File: config.mk
export PLATFORM = sky130hd
export DESIGN_NAME = zx81_tape_saver
export DESIGN_NICKNAME = d
export VERILOG_FILES = /design/src/rtl/zx81_tape_saver.sv
export SDC_FILE = /design/constraint.sdc
export NUM_CORES = 1
export LEC_CHECK = 0
export CAP_MARGIN = 20
export CORE_MARGIN = 4
export CORE_UTILIZATION = 35
export DETAILED_ROUTE_END_ITERATION = 16
export GPL_TIMING_DRIVEN = 0
export PLACE_DENSITY = 0.52
export REMOVE_ABC_BUFFERS = 1
export SLEW_MARGIN = 20
export SYNTH_ARGS = -nofsm -noshare
export SYNTH_HDL_FRONTEND = slang
export SYNTH_SLANG_ARGS = --single-unit
File: constraint.sdc
create_clock -name clk_sys -period 3.05 [get_ports clk_sys]
set_clock_uncertainty 0.1 [all_clocks]
set_input_delay 0.61 -clock clk_sys [delete_from_list [all_inputs] [get_ports clk_sys]]
set_output_delay 0.61 -clock clk_sys [all_outputs]
set_load 0.02 [all_outputs]
File: src/rtl/zx81_tape_saver.sv
// ZX81/ZX80 SAVE receiver: decodes MIC pulse bursts into bytes for the tape buffer.
// Define TAPE_SAVE_NAME_STRIP_EN to drop the ZX81 filename bytes before they reach the buffer.
module zx81_tape_saver #(
  parameter int ADDR_W         = 14,
  parameter int GAP_TICKS      = 3900,
  parameter int EOF_TICKS      = 65000,
  parameter int ONE_MIN_PULSES = 6,
  parameter int MIN_PULSES     = 2
) (
  input  logic              clk_sys,
  input  logic              reset_n,
  input  logic              ce,
  input  logic              arm,
  input  logic              mic_in,
  output logic              wr_en,
  output logic [ADDR_W-1:0] wr_addr,
  output logic [7:0]        wr_data,
  output logic [ADDR_W:0]   byte_count,
  output logic              busy,
  output logic              done,
  output logic              overflow,
  output logic              partial
);

  localparam logic [1:0] S_IDLE = 2'd0;
  localparam logic [1:0] S_WAIT = 2'd1;
  localparam logic [1:0] S_BITS = 2'd2;
  localparam logic [1:0] S_DONE = 2'd3;

  localparam logic [15:0]     GAP_Q = 16'(GAP_TICKS);
  localparam logic [15:0]     EOF_Q = 16'(EOF_TICKS);
  localparam logic [3:0]      ONE_P = 4'(ONE_MIN_PULSES);
  localparam logic [3:0]      MIN_P = 4'(MIN_PULSES);
  localparam logic [ADDR_W:0] CAP   = {1'b1, {ADDR_W{1'b0}}};

  logic [1:0]  state;
  logic        mic_s1, mic_s2, mic_prev;
  logic        arm_prev;
  logic [15:0] quiet_cnt;
  logic [3:0]  pulse_cnt;
  logic [2:0]  bit_cnt;
  logic [7:0]  shift;
`ifdef TAPE_SAVE_NAME_STRIP_EN
  logic        name_done;
`endif

  logic       rise, gap_hit, eof_hit, bit_val, bit_ok;
  logic [7:0] next_byte;

  always_comb begin
    rise      = ce & mic_s2 & ~mic_prev;
    gap_hit   = ce & (quiet_cnt == GAP_Q);
    eof_hit   = ce & (quiet_cnt == EOF_Q);
    bit_val   = (pulse_cnt >= ONE_P);
    bit_ok    = (pulse_cnt >= MIN_P);
    next_byte = {shift[6:0], bit_val};
  end

  assign busy = (state == S_BITS);
  assign done = (state == S_DONE);

  // Quiet time is measured on the synchronized level, clock-enabled by ce.
  always_ff @(posedge clk_sys or negedge reset_n) begin
    if (!reset_n) begin
      mic_s1    <= 1'b0;
      mic_s2    <= 1'b0;
      mic_prev  <= 1'b0;
      quiet_cnt <= '0;
    end else begin
      mic_s1 <= mic_in;
      mic_s2 <= mic_s1;
      if (ce) begin
        mic_prev <= mic_s2;
        if (rise)
          quiet_cnt <= '0;
        else if (!mic_s2 && quiet_cnt != 16'hFFFF)
          quiet_cnt <= quiet_cnt + 16'd1;
      end
    end
  end

  always_ff @(posedge clk_sys or negedge reset_n) begin
    if (!reset_n) begin
      state      <= S_IDLE;
      arm_prev   <= 1'b0;
      pulse_cnt  <= '0;
      bit_cnt    <= '0;
      shift      <= '0;
      wr_en      <= 1'b0;
      wr_addr    <= '0;
      wr_data    <= '0;
      byte_count <= '0;
      overflow   <= 1'b0;
      partial    <= 1'b0;
`ifdef TAPE_SAVE_NAME_STRIP_EN
      name_done  <= 1'b0;
`endif
    end else begin
      wr_en    <= 1'b0;
      arm_prev <= arm;
      case (state)
        S_IDLE: begin
          if (arm && !arm_prev) begin
            byte_count <= '0;
            overflow   <= 1'b0;
            partial    <= 1'b0;
            pulse_cnt  <= '0;
            bit_cnt    <= '0;
            shift      <= '0;
`ifdef TAPE_SAVE_NAME_STRIP_EN
            name_done  <= 1'b0;
`endif
            state      <= S_WAIT;
          end
        end
        S_WAIT: begin
          if (!arm)
            state <= S_IDLE;
          else if (rise) begin
            pulse_cnt <= 4'd1;
            state     <= S_BITS;
          end
        end
        S_BITS: begin
          if (!arm) begin
            pulse_cnt <= '0;
            bit_cnt   <= '0;
            state     <= S_IDLE;
          end else if (eof_hit) begin
            partial <= (bit_cnt != 3'd0);
            state   <= S_DONE;
          end else if (gap_hit) begin
            // The burst is classified before a coincident edge starts the next one.
            if (bit_ok) begin
              shift   <= next_byte;
              bit_cnt <= bit_cnt + 3'd1;
              if (bit_cnt == 3'd7) begin
`ifdef TAPE_SAVE_NAME_STRIP_EN
                if (!name_done)
                  name_done <= next_byte[7];
                else
`endif
                if (byte_count == CAP)
                  overflow <= 1'b1;
                else begin
                  wr_en      <= 1'b1;
                  wr_addr    <= byte_count[ADDR_W-1:0];
                  wr_data    <= next_byte;
                  byte_count <= byte_count + 1'b1;
                end
              end
            end
            pulse_cnt <= rise ? 4'd1 : 4'd0;
          end else if (rise && pulse_cnt != 4'hF) begin
            pulse_cnt <= pulse_cnt + 4'd1;
          end
        end
        default: begin
          if (!arm)
            state <= S_IDLE;
        end
      endcase
    end
  end

endmodule
==> metrics.txt, run 1 <==
number of global-route vias before repair 2936; synth unique cells 56; first-pass GRT wire length 14700 µm; Final Hold Fails 0; Clock Pin Slew Worst Setup and Hold Paths 0.06 ns; area leader, netlist dfrtp_1; num ports 47; CP arrival 2.97 ns; Overall Global Routing Usage 13.9%; H-tree depth 3; setup TNS 0 ns; clk_lat worst skew 0.33 ns; top cells by area, synth dfrtp_1, mux2_4, ha_1; RSZ-0062 raised after global routing false; fin nets 443; number of flops mapped to enable cells by yosys 0; Seq/Total Area, Yosys 47.1%; Filler cells 1065; final std cells w/o fill 570; initial antenna violation count 0; CTS Buffer Depth 2; Max Cap Viol 0; Die Area 13300 µm²; footprint of the multi-input gates 2020 µm²; placed cells 553; Area Overhead vs Synth 23.0%; # clock sinks 76; Starting Density 36.4%; Worst Max-Slew Pin Slew 0.876 ns; top cell type's share of synthesized area 47.1%; Final setup violation count 0; R2R Setup Slk 0.23 ns; DRT Pass-1 Iters 4; Reg-to-Reg Start state[0]; Post-synth ARST share 100%; peak supply drop 0.362 mV; achievable clock frequency 349 MHz; final worst path period share 93.8%; DR vias 3025; wire per inst 15.5 µm; number of diodes 0; crit path capture type register; post-route cell area 4960 µm²; Core Region 11100 µm²; Leak 2.08 nW; share of post-route cells with drive strength above 1 15.3%; Routed Antenna Nets 0; critical path class in -> reg; Slew headroom 40.8%; Post-route DRC 0; Gate Count Post-Synth 378; synth warn 0; Final min period 2.86 ns; IO buf count 46; Root Driver clkbuf_16; Placer Congestion 0.794; die width 115 µm; pwr dens 579 nW/µm²; synthesized area 4030 µm²; GR Overflow Total 0; Avg Cell Area, Syn 10.7 µm²; final core occ 44.8%; hold crit path type in -> async; 1st-iter DRT viols 117; total CTS buffers 9; Vias/cell 5.31; DP HPWL 6210 µm; ys flop type dfrtp_1; WL final 8830 µm; row cnt 38; status completed; reg-to-reg endpoint byte_count[13]; flops & latches, synth 76; critical path startpoint category input pin; CP required 3.16 ns; FF-to-FF path depth 7; # hold bufs at CTS 0; cell area after placement 4630 µm²; CP Max Fanout 22; Max Slew Vio Count 0; CTS tree built; Die H 115 µm; register area 1900 µm²; largest net degree at the start of global routing 40
-- power by group --
part	switching [mW]	leakage (nW)	internal (mW)
registers	0.0856	1.05	1.07
clock network	0.432	0.145	0.661
logic	0.392	0.887	0.236
total	0.909	2.08	1.96
-- cell usage after synthesis, types with 3 or more instances --
cell	n
nand2b_1	4
dfrtp_1	76
a21oi_1	17
nand4_1	12
mux2_2	6
mux2i_1	7
and3_1	3
xnor2_1	4
or2_2	6
buf_6	3
nand2_1	37
nor3_1	8
and4_1	3
nor4_1	4
ha_1	13
inv_1	12
clkbuf_1	9
or4_1	4
xor2_1	9
mux2_4	20
nand3_1	15
o31ai_1	4
o21ai_1	6
or3_1	10
and2_1	4
nor2_1	22
o21ai_0	23
-- layer usage --
| layer | vias to the layer above | GRT usage (%) | share of wire (%) |
|---|---|---|---|
| met2 | 50 | 21.6 | 46 |
| li1 | 1483 | - | - |
| met4 | 0 | 5.01 | 1.5 |
| met3 | 11 | 3.32 | 2.9 |
| met1 | 1481 | 18.8 | 49 |
| met5 | - | 0 | 0 |
-- per-stage QoR --
step,hold WS (ns),worst slack (ns),power (mW)
finish,0.144,0.188,2.87
global route,0.174,0.0122,3.04
CTS,0.163,0.00380,2.92
detailed placement,0.245,-0.386,1.80
global placement,0.241,-1.56,1.78
floorplan,0.214,-0.121,1.58
-- cell families after synthesis --
family                     Yosys count  synth area share [%]
AOI/OAI and AO/OA                   70                  11.7
xor gates and xnor gates            13                  2.82
adders and majority gates           13                  4.03
buffers and inverters               26                  3.16
DFF                                 76                  47.1
muxes                               33                  10.9
and+or+nand+nor                    147                  20.3
-- cell usage in the layout, fill, tap and decap left out, types with 3 or more instances in the layout --
| cell | synthesis | layout |
|---|---|---|
| mux2_2 | 6 | 6 |
| dfrtp_1 | 76 | 76 |
| and2_1 | 4 | 4 |
| clkdlybuf4s50_1 | 0 | 45 |
| mux2i_1 | 7 | 7 |
| o21ai_1 | 6 | 6 |
| ha_1 | 13 | 12 |
| o31ai_1 | 4 | 4 |
| mux2_4 | 20 | 20 |
| inv_1 | 12 | 12 |
| nand3_1 | 15 | 14 |
| xnor2_1 | 4 | 4 |
| nand2_1 | 37 | 37 |
| clkbuf_16 | 0 | 9 |
| and4_1 | 3 | 3 |
| and3_1 | 3 | 3 |
| nand4_1 | 12 | 12 |
| nor4_1 | 4 | 4 |
| nor2_1 | 22 | 22 |
| nand2b_1 | 4 | 4 |
| o21ai_0 | 23 | 23 |
| or4_1 | 4 | 3 |
| or2_2 | 6 | 6 |
| xor2_1 | 9 | 9 |
| nor3_1 | 8 | 8 |
| or3_1 | 10 | 10 |
| a21oi_1 | 17 | 17 |
-- critical path: stages --
cell and delay, ns:
clkdlybuf4s50_1 0.59, and3b_1 0.74, and2_1 0.22, o21ai_0 0.07, a21oi_1 0.35, mux2_2 0.38
-- registers in the layout, indices dropped and copies added (netlist names), 2 cells and up --
register    cells
shift           7
byte_count     15
bit_cnt         3
pulse_cnt       4
wr_data         8
quiet_cnt      16
wr_addr        14
state           2
-- final cells by class --
| cell class | instances | area share (%) |
|---|---|---|
| clock inverter | 6 | 1.44 |
| clock buffer | 10 | 4.82 |
| sequential | 76 | 38.3 |
| inverter | 12 | 0.908 |
| tap | 140 | 3.53 |
| multi-input combinational | 276 | 40.6 |
| timing repair buffer | 50 | 10.3 |
-- how the worst max path moves through the flow --
| stage | slack [ns] | startpoint | endpoint |
|---|---|---|---|
| CTS | 0.004 | state[0] | byte_count[13] |
| global placement | -1.56 | reset_n | pulse_cnt[1] |
| floorplan | -0.12 | state[0] | wr_data[0] |
| finish | 0.19 | ce | pulse_cnt[0] |
| global route | 0.01 | ce | pulse_cnt[1] |
| detailed placement | -0.39 | state[0] | byte_count[13] |
-- timing repair --
action | 4_1_cts | 5_1_grt
buffers inserted | 1 | 0
pin swaps | 1 | 0
endpoints found under the setup margin | 28 | 11
gates resized for setup | 2 | 1
Note: power is estimated with default switching activity, not from simulation.
==> inputs of run 2 (changes only) <==
--- a/config.mk
+++ b/config.mk
@@ -10,9 +10,9 @@
 export CORE_UTILIZATION = 35
 export DETAILED_ROUTE_END_ITERATION = 16
 export GPL_TIMING_DRIVEN = 0
+export HOLD_SLACK_MARGIN = 0.06
 export PLACE_DENSITY = 0.52
 export REMOVE_ABC_BUFFERS = 1
-export SLEW_MARGIN = 20
 export SYNTH_ARGS = -nofsm -noshare
 export SYNTH_HDL_FRONTEND = slang
 export SYNTH_SLANG_ARGS = --single-unit
==> metrics.txt, run 2 (synthesis gave the netlist of run 1 again) <==
hold crit path type in -> async; cell area after placement 4630 µm²; WP buf/inv 1; RSZ-0062 raised after global routing false; Die Area 13300 µm²; commonest non-fill, non-tap cell in the layout dfrtp_1; Final setup violation count 0; Area Overhead vs Synth 24.0%; total CTS buffers 9; max incr delay on CP 0.75 ns; setup TNS 0 ns; Post-route DRC 0; # clock sinks 76; die width 115 µm; # hold bufs at CTS 0; CP required 3.16 ns; H-tree depth 3; peak supply drop 0.323 mV; DRT Pass-1 Iters 4; WL final 8850 µm; wire per inst 15.5 µm; Root Driver clkbuf_16; fin nets 444; first-pass GRT wire length 14900 µm; IO buf count 46; Core Region 11100 µm²; Crit path max-delay family simple AND/OR/NAND/NOR gates; Leak 2.09 nW; achievable clock frequency 348 MHz; most frequent cells in the layout dfrtp_1, clkdlybuf4s50_1, nand2_1, o21ai_0, nor2_1; CTS tree built; CTS Buffer Depth 2; pwr dens 575 nW/µm²; Reg with most FFs quiet_cnt; critical path startpoint category input pin; share of post-route cells with drive strength above 1 15.5%; status completed; Max Slew Vio Count 0; total power 2.87 mW; slowest CP cell and3b_1; 1st-iter DRT viols 131; final worst path period share 94.3%; Final Hold Fails 0; number of global-route vias before repair 2953; critical path class in -> reg; CP Max Fanout 22; initial antenna violation count 0; Largest regs quiet_cnt x16, byte_count x15, wr_addr x14; Routed Antenna Nets 0; worst-path cell chain clkdlybuf4s50_1 > and3b_1 > and2_1 > o21ai_0 > a21oi_1 > mux2_2; row cnt 38; Max Cap Viol 0; CP arrival 2.99 ns; DP HPWL 6200 µm; Vias/cell 5.30; final std cells w/o fill 571; Placer Congestion 0.794; DR vias 3029; largest net degree at the start of global routing 40; max reg flops 16; clk_lat worst skew 0.33 ns; Die H 115 µm; number of diodes 0; placed cells 552; Worst Max-Slew Pin Slew 0.830 ns; Final min period 2.88 ns; num ports 47; Clock Pin Slew Worst Setup and Hold Paths 0.06 ns; GR Overflow Total 0; Starting Density 36.4%; Overall Global Routing Usage 14.1%; post-route cell area 5000 µm²; crit path capture type register; Slew headroom 43.9%
[run 2: routing by layer]
metal / routed length (µm) / track usage, % / vias to the layer above / part of all wire [%]
met5: 0 / 0 / - / 0
met4: 111 / 4.46 / 0 / 1.3
met3: 381 / 3.58 / 8 / 4.3
met2: 4180 / 22.3 / 62 / 47
met1: 4170 / 19.0 / 1472 / 47
li1: - / - / 1487 / -
[run 2: layout make-up]
cell class	count	area, µm²
clock buffers	10	239
well taps	140	175
fillers	1074	6080
flip-flops and latches	76	1900
clock inverters	6	71.3
multi-input cells	276	2020
repair buffers	51	553
inverters	12	45.0
[run 2: worst paths after layout]
check                          from             end  slack (ns)  cells after the start
setup / recovery                 ce    pulse_cnt[0]        0.17                      6
max in group asynchronous   reset_n    pulse_cnt[1]        2.11                      2
hold / removal              reset_n      wr_addr[7]        0.14                      1
min in group clk_sys         mic_s1          mic_s2        0.25                      0
hold reg to reg              mic_s1          mic_s2        0.25                      0
setup reg to reg           state[0]  byte_count[13]        0.24                      7
[run 2: where the power goes]
part / switching, mW / total [mW] / internal, mW
sequential: 0.0851 / 1.15 / 1.07
clock: 0.432 / 1.09 / 0.663
combinational: 0.392 / 0.628 / 0.236
total: 0.909 / 2.87 / 1.97
[run 2: what timing repair did]
| item | CTS | global route |
|---|---|---|
| gates resized for setup | 3 | 0 |
| setup endpoints to repair | 35 | 0 |
| buffers inserted | 3 | 0 |
[run 2: metrics by stage]
stage | setup slack, ns | hold WS [ns] | util [%]
6_report | 0.174 | 0.144 | 45.1
5_1_grt | 0.0229 | 0.185 | 45.1
4_1_cts | 0.197 | 0.163 | 45.1
3_5_place_dp | -0.449 | 0.244 | 41.8
3_3_place_gp | -1.56 | 0.241 | 41.4
2_1_floorplan | -0.121 | 0.214 | -
==> inputs of run 3 (changes only) <==
--- a/config.mk
+++ b/config.mk
@@ -13,6 +13,8 @@
 export HOLD_SLACK_MARGIN = 0.06
 export PLACE_DENSITY = 0.52
 export REMOVE_ABC_BUFFERS = 1
+export SETUP_SLACK_MARGIN = 0.2
 export SYNTH_ARGS = -nofsm -noshare
 export SYNTH_HDL_FRONTEND = slang
 export SYNTH_SLANG_ARGS = --single-unit
+export TNS_END_PERCENT = 5
==> metrics.txt, run 3 (synthesis gave the netlist of run 1 again) <==
most frequent cells in the layout dfrtp_1, clkdlybuf4s50_1, nand2_1, o21ai_0, nor2_1; R2R Setup Slk 0.24 ns; Leak 2.09 nW; IO buf count 46; sequential share of power 40.1%; fin nets 444; # clock sinks 76; critical path startpoint category register; footprint of the multi-input gates 2020 µm²; CP Max Fanout 24; Internal 1.97 mW; wire per inst 15.5 µm; RSZ-0062 raised after global routing true; num ports 47; achievable clock frequency 356 MHz; Routed Antenna Nets 0; Worst Setup SP state[0]; Die H 115 µm; first-pass GRT wire length 14900 µm; combinational power share 21.8%; die width 115 µm; Max Cap Viol 0; Starting Density 36.4%; CTS Buffer Depth 2; pwr dens 575 nW/µm²; commonest non-fill, non-tap cell in the layout dfrtp_1; status completed; peak supply drop 0.323 mV; clk_lat worst skew 0.33 ns; Final min period 2.81 ns; CP required 3.20 ns; H-tree depth 3; Final Hold Fails 0; GR Overflow Total 0; register area 1900 µm²; Largest regs quiet_cnt x16, byte_count x15, wr_addr x14; critical path class reg -> reg; hold crit path type in -> async; number of diodes 0; largest net degree at the start of global routing 40; Sw Ratio 31.6%; Filler cells 1075; WL final 8850 µm; initial antenna violation count 0; switching power total 909 µW; DR vias 3031; total CTS buffers 9; Worst Max-Slew Pin Slew 0.830 ns; share of post-route cells with drive strength above 1 15.8%; post-route cell area 5000 µm²; DP HPWL 6200 µm; final worst path period share 92.2%; max reg flops 16; Core Region 11100 µm²; Reg with most FFs quiet_cnt; DRT Pass-1 Iters 4; Overall Global Routing Usage 14.1%; Area Overhead vs Synth 24.0%; FF-to-FF path depth 7; crit path capture type register; Post-route DRC 0; CTS tree built; Slew headroom 43.9%; Final setup violation count 0; clock share of power 38.1%; cell area after placement 4630 µm²; hold_ws 0.144 ns; CP arrival 2.96 ns; 1st-iter DRT viols 131; # hold bufs at CTS 0; Root Driver clkbuf_16; Placer Congestion 0.794; Clock Pin Slew Worst Setup and Hold Paths 0.06 ns; crit path to byte_count[13]; reg-to-reg endpoint byte_count[13]; Vias/cell 5.31; number of global-route vias before repair 2953; row cnt 38; Die Area 13300 µm²; Reg-to-Reg Start state[0]; Max Slew Vio Count 0
-- run 3: cell count changes in the layout (fill, tap and decap cells not counted) --
cell     before  now
and3b_1       1    0
and3b_2       0    1
-- run 3: worst max-delay path, cell delays in order, from the launching register on --
cell,delay (ns)
dfrtp_1,0.41
inv_1,0.10
ha_2,0.48
or2_2,0.22
nand3_2,0.27
or4_4,0.65
or3_1,0.33
a21oi_1,0.16
-- run 3: routing by layer --
metal,GRT usage [%],part of all wire (%)
met1,19.0,47
met2,22.3,47
met3,3.58,4.3
met4,4.46,1.3
met5,0,0
-- run 3: cell type report --
type                       instances  share of cell area [%]
clock buffer                      10                    4.78
clock inverter                     6                    1.43
inverter                          12                   0.900
multi-input combinational        276                    40.3
sequential                        76                    38.0
tap                              140                    3.50
timing repair buffer              51                    11.1
-- run 3: power groups by stage --
stage / sequential [mW] / clock (mW) / combinational [mW]
after global placement: 1.17 / 0 / 0.617
after global routing: 1.16 / 1.18 / 0.707
after detailed placement: 1.17 / 0 / 0.627
after CTS: 1.15 / 1.14 / 0.634
final: 1.15 / 1.09 / 0.628
after floorplan: 1.17 / 0 / 0.415
-- run 3: worst min path at each step --
stage | startpoint | to | slack (ns) | cells after the start
floorplan | reset_n | arm_prev | 0.21 | 0
global placement | mic_s1 | mic_s2 | 0.24 | 0
detailed placement | mic_s1 | mic_s2 | 0.24 | 0
CTS | reset_n | wr_addr[7] | 0.16 | 1
global route | reset_n | wr_addr[7] | 0.19 | 1
finish | reset_n | wr_addr[7] | 0.14 | 1
-- run 3: repair_timing --
action | 4_1_cts | 5_1_grt
pin swaps | 1 | 0
setup buffers | 3 | 0
resized for setup | 4 | 0
setup endpoints to repair | 38 | 26
-- run 3: per-stage QoR --
stage / setup WS, ns / TNS [ns] / total power, mW / utilization (%) / std cells
after floorplan: -0.121 / -1.37 / 1.58 / - / 364
after global placement: -1.56 / -137.51 / 1.78 / 41.4 / 550
after detailed placement: -0.449 / -10.81 / 1.80 / 41.8 / 552
after CTS: 0.214 / 0 / 2.92 / 45.2 / 571
after global routing: 0.0229 / 0 / 3.05 / 45.2 / 571
final: 0.239 / 0 / 2.87 / 45.2 / 571
